<file path="src/rtl/ppu_pkg.sv">
// Shared PPU types and constants: DMA FSM states, OAM window and DMA register address.
package ppu_pkg;

  typedef enum logic [1:0] {
    DMA_IDLE  = 2'd0,
    DMA_DELAY = 2'd1,
    DMA_XFER  = 2'd2
  } dma_state_t;

  localparam logic [15:0] OAM_BASE      = 16'hFE00;
  localparam logic [7:0]  OAM_BYTES     = 8'd160;
  localparam logic [15:0] DMA_REG_ADDR  = 16'hFF46;
  localparam logic [7:0]  ECHO_PAGE_MIN = 8'hE0;
  localparam logic [7:0]  ECHO_OFFSET   = 8'h20;

  // Echo RAM (E000-FDFF) mirrors C000-DDFF, so the DMA source page is folded down.
  function automatic logic [7:0] dma_src_page(input logic [7:0] page);
    logic [7:0] res;
    if (page >= ECHO_PAGE_MIN) begin
      res = page - ECHO_OFFSET;
    end else begin
      res = page;
    end
    return res;
  endfunction

endpackage

</file>
<file path="src/rtl/oam_dma.sv">
// OAM DMA engine: a write to FF46 copies 160 bytes from {page,00..9F} into FE00..FE9F,
// one byte every CYCLES_PER_BYTE clocks after a START_DELAY-clock start-up delay.
module oam_dma
  import ppu_pkg::*;
#(
  parameter int unsigned CYCLES_PER_BYTE = 4,
  parameter int unsigned START_DELAY     = 4
) (
  input  logic        clk,
  input  logic        rst_n,
  input  logic [15:0] mmio_a,
  input  logic [7:0]  mmio_din,
  input  logic        mmio_wr,
  output logic [7:0]  mmio_dout,
  output logic [15:0] bus_a,
  output logic        bus_rd,
  input  logic [7:0]  bus_din,
  output logic [15:0] oam_a,
  output logic [7:0]  oam_din,
  output logic        oam_wr,
  output logic        dma_active
);

  localparam logic [3:0] PHASE_LAST = 4'(CYCLES_PER_BYTE - 1);
  localparam logic [3:0] DELAY_LAST = 4'(START_DELAY - 1);
  localparam logic [7:0] INDEX_LAST = OAM_BYTES - 8'd1;

  logic [1:0] rst_sync_q;
  logic       rst_fsm_n;

  dma_state_t state_q,   state_d;
  logic [7:0] dma_reg_q, dma_reg_d;
  logic [7:0] src_hi_q,  src_hi_d;
  logic [7:0] index_q,   index_d;
  logic [3:0] phase_q,   phase_d;
  logic [3:0] delay_q,   delay_d;

  logic reg_wr_s;
  logic xfer_s;

  // Reset synchroniser: asserts asynchronously, releases two clocks after rst_n rises.
  always_ff @(posedge clk or negedge rst_n) begin
    if (!rst_n) begin
      rst_sync_q <= 2'b00;
    end else begin
      rst_sync_q <= {rst_sync_q[0], 1'b1};
    end
  end

  assign rst_fsm_n = rst_sync_q[1];
  assign reg_wr_s  = mmio_wr && (mmio_a == DMA_REG_ADDR);
  assign xfer_s    = (state_q == DMA_XFER);

  // State and datapath registers; a reset mid-transfer discards the transfer entirely.
  always_ff @(posedge clk or negedge rst_fsm_n) begin
    if (!rst_fsm_n) begin
      state_q   <= DMA_IDLE;
      dma_reg_q <= 8'h00;
      src_hi_q  <= 8'h00;
      index_q   <= 8'h00;
      phase_q   <= 4'h0;
      delay_q   <= 4'h0;
    end else begin
      state_q   <= state_d;
      dma_reg_q <= dma_reg_d;
      src_hi_q  <= src_hi_d;
      index_q   <= index_d;
      phase_q   <= phase_d;
      delay_q   <= delay_d;
    end
  end

  // Next-state logic: an FF46 write restarts from any state, otherwise sequence delay then copy.
  always_comb begin
    state_d   = state_q;
    dma_reg_d = dma_reg_q;
    src_hi_d  = src_hi_q;
    index_d   = index_q;
    phase_d   = phase_q;
    delay_d   = delay_q;
    if (reg_wr_s) begin
      dma_reg_d = mmio_din;
      src_hi_d  = dma_src_page(mmio_din);
      state_d   = DMA_DELAY;
      index_d   = 8'h00;
      phase_d   = 4'h0;
      delay_d   = 4'h0;
    end else begin
      case (state_q)
        DMA_IDLE: begin
          state_d = DMA_IDLE;
        end
        DMA_DELAY: begin
          if (delay_q == DELAY_LAST) begin
            state_d = DMA_XFER;
            index_d = 8'h00;
            phase_d = 4'h0;
            delay_d = 4'h0;
          end else begin
            delay_d = delay_q + 4'h1;
          end
        end
        DMA_XFER: begin
          if (phase_q == PHASE_LAST) begin
            phase_d = 4'h0;
            if (index_q == INDEX_LAST) begin
              state_d = DMA_IDLE;
              index_d = 8'h00;
            end else begin
              index_d = index_q + 8'h01;
            end
          end else begin
            phase_d = phase_q + 4'h1;
          end
        end
        default: begin
          state_d = DMA_IDLE;
          index_d = 8'h00;
          phase_d = 4'h0;
          delay_d = 4'h0;
        end
      endcase
    end
  end

  // Bus/OAM strobes decode straight from the registered phase; idle buses park at FFFF / 00.
  always_comb begin
    bus_rd     = xfer_s && (phase_q == 4'h0);
    oam_wr     = xfer_s && (phase_q == 4'h1);
    dma_active = (state_q != DMA_IDLE);
    if (bus_rd) begin
      bus_a = {src_hi_q, index_q};
    end else begin
      bus_a = 16'hFFFF;
    end
    if (oam_wr) begin
      oam_a   = OAM_BASE + {8'h00, index_q};
      oam_din = bus_din;
    end else begin
      oam_a   = 16'hFFFF;
      oam_din = 8'h00;
    end
  end

  // CPU read-back of the DMA register; only visible on a read cycle addressed to FF46.
  always_comb begin
    if ((mmio_a == DMA_REG_ADDR) && !mmio_wr) begin
      mmio_dout = dma_reg_q;
    end else begin
      mmio_dout = 8'h00;
    end
  end

endmodule

</file>
<file path="config.mk">
export PLATFORM = sky130hd
export DESIGN_NAME = oam_dma
export DESIGN_NICKNAME = d
export VERILOG_FILES = /design/src/rtl/ppu_pkg.sv /design/src/rtl/oam_dma.sv
export SDC_FILE = /design/constraint.sdc
export NUM_CORES = 1
export LEC_CHECK = 0
export CAP_MARGIN = 5
export CELL_PAD_IN_SITES_DETAIL_PLACEMENT = 1
export CELL_PAD_IN_SITES_GLOBAL_PLACEMENT = 1
export CORE_MARGIN = 2
export CORE_UTILIZATION = 31
export CTS_CLUSTER_DIAMETER = 200
export DETAILED_ROUTE_END_ITERATION = 7
export HOLD_SLACK_MARGIN = 0.15
export PLACE_DENSITY = 0.82
export SLEW_MARGIN = 15
export SYNTH_ARGS = -nofsm -noshare
export SYNTH_HDL_FRONTEND = slang
export SYNTH_SLANG_ARGS = --single-unit
</file>
<file path="constraint.sdc">
create_clock -name clk -period 1.91 [get_ports clk]
set_input_delay 0.382 -clock clk [delete_from_list [all_inputs] [get_ports clk]]
set_output_delay 0.382 -clock clk [all_outputs]
set_load 0.03 [all_outputs]
</file>
; Word level (Yosys, flattened, before mapping)
; Cells that the tools add are included.
[word_totals]
ff_bits = 36
inputBits = 35
out_inout_bits = 51
elab_cells = 59
[op_classes]
n_addsub = 5
magnitude_cmp = 1
eq_ne = 12
muxes = 22
reduce_logical = 12
[op_table]
columns = cell, n
row1 = 8-bit two-way mux, 7
row2 = 16-bit two-way mux, 2
row3 = 8-bit one-hot mux with 3 select lines, 1
row4 = 4-bit two-way mux, 5
row5 = "16-bit == test, second input constant", 1
row6 = 4-bit one-hot mux with 3 select lines, 1
row7 = "10-bit by 9-bit adder with 11-bit output, first input constant", 1
row8 = "4-bit by 1-bit adder with 4-bit output, second input constant", 2
row9 = "8-bit by 1-bit adder with 8-bit output, second input constant", 1
row10 = "4-bit by 2-bit == test with 1-bit output, second input constant", 2
row11 = "8-bit == test, second input constant", 1
row12 = "8-bit >= comparator, second input constant", 1
row13 = 2-bit two-way mux, 4
row14 = 4-bit one-hot mux with 2 select lines, 1
row15 = "8-bit by 6-bit subtractor with 8-bit output, second input constant", 1
row16 = "3-bit by 2-bit inequality test with 1-bit output, second input constant", 2
row17 = 3-bit AND reduction, 2
row18 = "4-bit by 1-bit == test with 1-bit output, second input constant", 1
row19 = 1-bit logical AND, 4
row20 = 4-bit logical NOT, 1
row21 = 2-bit one-hot mux with 2 select lines, 1
row22 = "3-bit inequality test, second input constant", 1
row23 = "2-bit by 1-bit == test with 1-bit output, second input constant", 1
row24 = "2-bit == test, second input constant", 1
row25 = other kinds (7), 7

; Depth between registers and ports, before layout
; Gate-level depths: netlist of run 1.
[logic_depth]
word_depth = 5
mapped_depth = 7
ltp_nobuf = 5

; Least setup slack after synthesis of run 1
; OpenSTA, ideal clock, no wires.
[synth_timing]
path_type = register -> output
startpoint = register state_q[0]
endpoint = output port oam_a[0]
arrival_ps = 1879
required_time_ps = 1528
path_slack_ps = -351
path_stages_with_launch = 6
n_path_buf = 1
cell_sequence = dfrtp_1 nor4b_2 clkbuf_2 nand2_1 inv_1 nand2b_1
[synth_between]
elab_chain_cells = 3
[synth_rtl]
columns = item, line
row1 = start: declaration, oam_dma.sv:31  ; dma_state_t state_q, state_d;
row2 = start signal: assignment, oam_dma.sv:64  ; state_q <= state_d;
row3 = 2-bit == test, oam_dma.sv:52  ; assign xfer_s = (state_q == DMA_XFER);
row4 = 1-bit logical AND, oam_dma.sv:129  ; oam_wr = xfer_s && (phase_q == 4'h1);
row5 = net oam_wr, oam_dma.sv:20  ; output logic oam_wr,
row6 = 16-bit two-way mux, oam_dma.sv:136  ; if (oam_wr) begin
row7 = end: declaration, oam_dma.sv:18  ; output logic [15:0] oam_a,
; The timed path passes the listed nets, and every way through them passes these cells.

; Final worst setup path of run 1
[layout_timing]
startpoint = register phase_q[2]
endpoint = output port oam_a[2]
[layout_between]
elab_chain_cells = 3
[layout_rtl]
columns = item, line
row1 = start: declaration, oam_dma.sv:35  ; logic [3:0] phase_q, phase_d;
row2 = start signal: assignment, oam_dma.sv:68  ; phase_q <= phase_d;
row3 = 4-bit by 1-bit == test with 1-bit output, oam_dma.sv:129
row4 = 1-bit logical AND, oam_dma.sv:129
row5 = 16-bit two-way mux, oam_dma.sv:136
; Every way passes these cells.

==> results.sh, run 1 <==
export IMPL_core_mm2=0.00624
export IMPL_power_leakage_nw=1.61
export IMPL_dp_cells=380
export IMPL_status="finished, violations left"
export IMPL_via_per_inst=4.99
export IMPL_first_global_vias=2098
export IMPL_max_cap_violations=0
export IMPL_yosys_warnings=0
export IMPL_cts_htree_levels=2
export IMPL_finalNonFillerCells=396
export IMPL_grt_use_total_pct=18.8
export IMPL_syn_cell_area_mm2=0.00198
export IMPL_place_area_mm2=0.00303
export IMPL_place_gp_congestion=0.745
export IMPL_use_met1_pct=22.6
export IMPL_hold_worst_slack_ns=0.257
export IMPL_report_final_slew_viol_count=0
export IMPL_r2r_start="index_q[1]"
export IMPL_setup_ws_ns=-0.190
export IMPL_grtUsageMet3_pct=2.97
export IMPL_fin_util_pct=52.2
export IMPL_dpl_worst_slack_ns=-0.390
export IMPL_post_route_min_period_ns=2.10
export IMPL_avgRoutedWirePerCell_um=16.3
export IMPL_cts_sinks=31
export IMPL_cp_required_ns=1.53
export IMPL_hold_viol_final=0
export IMPL_regArea_um2=776
export IMPL_drc=0
export IMPL_cp_start_kind="register"
export IMPL_drt_wl_total_um=6470
export IMPL_synth_seq_area_share_pct=39.3
export IMPL_cts_buffer_depth=2
export IMPL_root_buffer="clkbuf_8"
export IMPL_rows=29
export IMPL_antenna_found_initial=0
export IMPL_cts_tree="done"
export IMPL_grt_max_degree=30
export IMPL_antenna_cells=0
export IMPL_worstHoldPathType="in2async"
export IMPL_synth_top_area_share_pct=39.3
export IMPL_dpl_hpwl_um=4500
export IMPL_powerDensity_mw_per_mm2=766
export IMPL_grt_overflow_total=0
export IMPL_tns_ns=-5.57
export IMPL_finClkSkew_ns=0.00729
export IMPL_use_met2_pct=34.5
export IMPL_synth_seq_cells=31
export IMPL_post_route_cell_area_mm2=0.00326
export IMPL_numPortBuffers=78
export IMPL_violations="setup timing"
export IMPL_crit_fanout=4
export IMPL_syn_to_final_growth_pct=64.9
export IMPL_rsz0062_at_grt="true"
export IMPL_insertion_delay_ns=0.28
export IMPL_die_area_mm2=0.00703
export IMPL_synthTopCellsByArea="dfrtp_1 (39%), mux2_2 (5.7%), or2_2 (5.4%), nand2b_1 (4.4%), and3_1 (3.8%)"
export IMPL_drt_iter0_drc=123
export IMPL_die_h_um=83.8
export IMPL_drt_pass1_iterations=4
export IMPL_max_freq_mhz=476
export IMPL_initial_core_util_pct=31.7
export IMPL_ant_nets=0
export IMPL_yosysUniqueCellTypes=42
export IMPL_setup_viol=42
export IMPL_grt_pass1_wl_um=10700
export IMPL_cp_arrival_ns=1.72
export IMPL_cts_made_buffers=5
export IMPL_final_nets=359
export IMPL_final_cell_mix="dfrtp_1 (31), buf_4 (31), buf_6 (26)"
export IMPL_die_w_um=83.8
export IMPL_clkTransAtPathRegs_ns=0.07
export IMPL_period_share_pct=110
export IMPL_drive_gt1_share_pct=46.1
export IMPL_critical_path_class="reg2out"
export IMPL_netlist_instances=206
export IMPL_crit_start="phase_q[2]"
export IMPL_avgSynthCellArea_um2=9.59
export IMPL_power_mw=2.50
export IMPL_synth_top_area_cell="dfrtp_1"
export IMPL_grt_busiest_layer="met2"
export IMPL_vdd_ir_drop_max_mv=0.504
export IMPL_vias=1975
export IMPL_endpoint_kind="primary output"
export IMPL_ctsHoldBuffers=0
export IMPL_io_pins=86
export IMPL_multi_input_area_mm2=0.00122
export IMPL_nFillCells=730
per-layer routing:
metal | up-vias | part of all wire, %
met4 | 0 | 0.43
met2 | 83 | 54
met1 | 960 | 40
met3 | 2 | 5.3
li1 | 930 | -
met5 | - | 0
registers in the layout (all words and copies together) (netlist names):
register / flops
rst_sync_q: 2
index_q: 8
state_q: 2
src_hi_q: 3
phase_q: 4
dma_reg_q: 8
delay_q: 4
path summary, 6_finish.rpt:
kind,endpoint,slack (ns),cells after the start
setup / recovery,oam_a[2],-0.19,8
hold / removal,rst_sync_q[1],0.26,1
setup reg to reg,index_q[0],0.11,6
hold reg to reg,state_q[1],0.26,1
max in group asynchronous,index_q[0],1.36,1
min in group clk,rst_sync_q[1],0.35,0
cell usage after synthesis (all sizes together):
library cell  count
a211oi            2
a21oi            13
a22oi             2
a2bb2oi           1
a311oi            2
a31oi             3
a41oi             2
and2             10
and3             12
buf              10
clkbuf            5
conb              1
dfrtp            31
ha                6
inv               7
mux2             12
mux2i             1
nand2             6
nand2b           14
nand3             4
nand3b            2
nand4             1
nand4b            5
nand4bb           2
nor2             15
nor2b             4
nor3              2
nor3b             1
nor4              1
nor4b             1
nor4bb            1
o21a              1
o21ai             6
o22ai             1
o311a             1
o31a              1
or2              17
cells by family after synthesis:
family / after synthesis / share of synthesized area [%]
other: 1 / 0.190
AND/OR/NAND/NOR: 98 / 30.7
adder cells (fa/ha/maj): 6 / 3.80
AO/OA/AOI/OAI: 35 / 11.1
buffers and inverters: 22 / 7.22
multiplexers: 13 / 7.73
flip-flops: 31 / 39.3
final cells by class:
class / instances / share of cell area, %
well taps: 77 / 2.96
clock inverters: 2 / 1.08
multi-input cells: 160 / 37.4
flip-flops and latches: 31 / 23.8
inverters: 7 / 0.922
clock buffers: 6 / 2.53
repair buffers: 113 / 31.3
critical path, stage by stage, from the launching register on:
cell and delay [ns]:
dfrtp_1 0.39, nor4b_2 0.26, buf_4 0.17, buf_8 0.11, nand2_8 0.05, clkinvlp_4 0.12
clkbuf_16 0.16, nand2b_4 0.05, buf_6 0.13
timing repair:
item,CTS,global route
buffers inserted,5,2
resized for setup,149,11
setup endpoints to repair,52,72
cloned,1,1
pin swaps,14,4
power by group:
group / leakage (nW) / internal (mW) / switching, mW
registers: 0.412 / 0.715 / 0.0589
clock network: 0.0612 / 0.422 / 0.254
logic: 1.14 / 0.436 / 0.610
Power figures use the tool's default switching activity.
==> run 2: changes to the inputs <==
--- a/config.mk
+++ b/config.mk
@@ -8,6 +8,7 @@
 export CAP_MARGIN = 5
 export CELL_PAD_IN_SITES_DETAIL_PLACEMENT = 1
 export CELL_PAD_IN_SITES_GLOBAL_PLACEMENT = 1
+export CORE_ASPECT_RATIO = 0.7
 export CORE_MARGIN = 2
 export CORE_UTILIZATION = 31
 export CTS_CLUSTER_DIAMETER = 200
==> run 2 against run 1 <==
Effect of this change: the run still ends with setup timing left; first-iteration DRC count decreased by 8.1%; routed wire length is 4.2% higher; sequential power increased by 2%; clock power is 23% lower; die area rose by 0.14%; sequential share of layout area fell by 0.55 points; core utilization rose by 1.7 points; largest power group unchanged.
==> results.sh, run 2 (synthesis gave the netlist of run 1 again) <==
export IMPL_finClkSkew_ns=0.00569
export IMPL_drive_gt1_share_pct=49.4
export IMPL_drt_wl_total_um=6750
export IMPL_grt_pass1_wl_um=10700
export IMPL_final_cell_mix="buf_6 (48), dfrtp_1 (31), buf_4 (24)"
export IMPL_cp_common_cell="buf_6"
export IMPL_r2r_slack_ns=0.05
export IMPL_pwr_share_seq_pct=30.1
export IMPL_setup_viol=42
export IMPL_worstHoldPathType="reg2async"
export IMPL_insertion_delay_ns=0.28
export IMPL_io_pins=86
export IMPL_antenna_found_initial=0
export IMPL_avgRoutedWirePerCell_um=17.2
export IMPL_regArea_um2=776
export IMPL_antenna_cells=0
export IMPL_p_int_mw=1.64
export IMPL_clkTransAtPathRegs_ns=0.06
export IMPL_cts_made_buffers=5
export IMPL_cp_start_kind="register"
export IMPL_pwr_share_clk_pct=20.1
export IMPL_rows=24
export IMPL_drt_pass1_iterations=4
export IMPL_cts_htree_levels=2
export IMPL_max_slew_worst_pin_slew_ns=0.566
export IMPL_vdd_ir_drop_max_mv=0.266
export IMPL_rsz0062_at_grt="true"
export IMPL_worstPathCellList="nor4b_2 > buf_6 > nand2_8 > clkinvlp_4 > buf_12 > nand2b_4 > buf_6"
export IMPL_p_sw_share_pct=37.3
export IMPL_core_mm2=0.00619
export IMPL_slew_limit_headroom_pct=62.3
export IMPL_period_share_pct=109
export IMPL_power_leakage_nw=1.57
export IMPL_die_w_um=99.4
export IMPL_post_route_cell_area_mm2=0.00333
export IMPL_root_buffer="clkbuf_8"
export IMPL_cp_required_ns=1.53
export IMPL_critical_path_class="reg2out"
export IMPL_die_h_um=70.8
export IMPL_reg_top3="dma_reg_q: 8 flops, index_q: 8 flops"
export IMPL_place_area_mm2=0.00305
export IMPL_first_global_vias=2092
export IMPL_final_nets=355
export IMPL_violations="setup timing"
export IMPL_cp_arrival_ns=1.71
export IMPL_multi_input_area_mm2=0.00131
export IMPL_crit_fanout=9
export IMPL_post_route_min_period_ns=2.09
export IMPL_max_freq_mhz=479
export IMPL_die_area_mm2=0.00704
export IMPL_dpl_hpwl_um=4810
export IMPL_ant_nets=0
export IMPL_drt_iter0_drc=113
export IMPL_ctsHoldBuffers=0
export IMPL_nFillCells=683
export IMPL_status="finished, violations left"
export IMPL_power_switching_mw=0.972
export IMPL_critPathBufInv=4
export IMPL_routed_wl_met2_um=3430
export IMPL_endpoint_kind="primary output"
export IMPL_drc=0
export IMPL_grt_overflow_total=0
export IMPL_met1Wirelength_um=2820
export IMPL_initial_core_util_pct=31.9
export IMPL_cts_sinks=31
export IMPL_power_mw=2.61
export IMPL_numPortBuffers=78
export IMPL_cts_buffer_depth=2
export IMPL_powerDensity_mw_per_mm2=782
export IMPL_p_comb_share_pct=49.8
export IMPL_final_common_cell="buf_6"
export IMPL_syn_to_final_growth_pct=68.8
export IMPL_report_final_slew_viol_count=0
export IMPL_wl_met3_um=437
export IMPL_slowest_stage="dfrtp_1"
export IMPL_via_per_inst=5.07
export IMPL_critPathTopFamily="buffers and inverters"
export IMPL_grt_use_total_pct=19.3
export IMPL_max_cap_violations=0
export IMPL_hold_viol_final=0
export IMPL_critical_path_max_stage_delay_ns=0.39
export IMPL_place_gp_congestion=0.853
export IMPL_grt_max_degree=19
export IMPL_setup_ws_ns=-0.179
export IMPL_top_layer="met4"
export IMPL_crit_cells=7
export IMPL_reg2reg_depth=6
export IMPL_cts_tree="done"
export IMPL_vias=1986
## run 2: cell count changes in the layout (fill, tap and decap cells not counted), sizes merged
cell	previous run	this run
nand2	6	8
clkbuf	11	12
dlygate4sd2	6	1
bufinv	1	0
clkdlybuf4s15	2	3
buf	82	79
## run 2: power by group through the flow
stage,registers (mW),logic [mW],clock network [mW]
after CTS,0.785,1.22,0.532
after floorplan,0.802,0.652,0
after detailed placement,0.794,1.13,0
after global placement,0.789,1.09,0
final,0.786,1.30,0.523
after global routing,0.797,1.37,0.561
## run 2: timing repair
item / in CTS / in global routing
resized for setup: 241 / 30
setup endpoints to repair: 55 / 44
pin swaps: 23 / 9
gates cloned: 2 / 0
setup buffers: 3 / 0
## run 2: final timing paths
path / from / end
max: phase_q[2] / oam_a[1]
min: rst_sync_q[1] / state_q[1]
max reg2reg: phase_q[2] / index_q[7]
min reg2reg: rst_sync_q[1] / state_q[1]
max in group asynchronous: rst_sync_q[1] / index_q[0]
min in group clk: rst_sync_q[0] / rst_sync_q[1]
## run 2: area by class of cell
| type | count | share of cell area, % |
|---|---|---|
| clock buffer | 6 | 2.48 |
| clock inverter | 1 | 0.150 |
| inverter | 7 | 0.901 |
| multi-input combinational | 162 | 39.2 |
| sequential | 31 | 23.3 |
| tap | 78 | 2.93 |
| timing repair buffer | 107 | 31.0 |
## run 2: worst register-to-register path: cells and delay by family (launching register included)
family,cells,cell delay [ns]
AO/OA/AOI/OAI,3,0.69
flip-flops,1,0.39
buffers and inverters,2,0.38
AND/OR/NAND/NOR,1,0.30
## run 2: routing by layer
layer / vias up / GRT usage (%)
li1: 929 / -
met4: 0 / 5.48
met5: - / 0
met3: 6 / 3.46
met2: 81 / 34.5
met1: 970 / 24.1
## run 2: stage by stage
stage               hold WS [ns]  setup WS, ns  utilization, %  TNS [ns]  instances
finish                     0.235        -0.179            53.9     -5.59        392
global route               0.262        -0.272            53.9     -8.88        392
CTS                        0.247        -0.227            53.2     -6.67        392
detailed placement         0.238        -0.413            49.3    -17.91        381
global placement           0.238        -0.368            49.3    -15.52        381
floorplan                 0.0864       -0.0699               -    -0.559        213
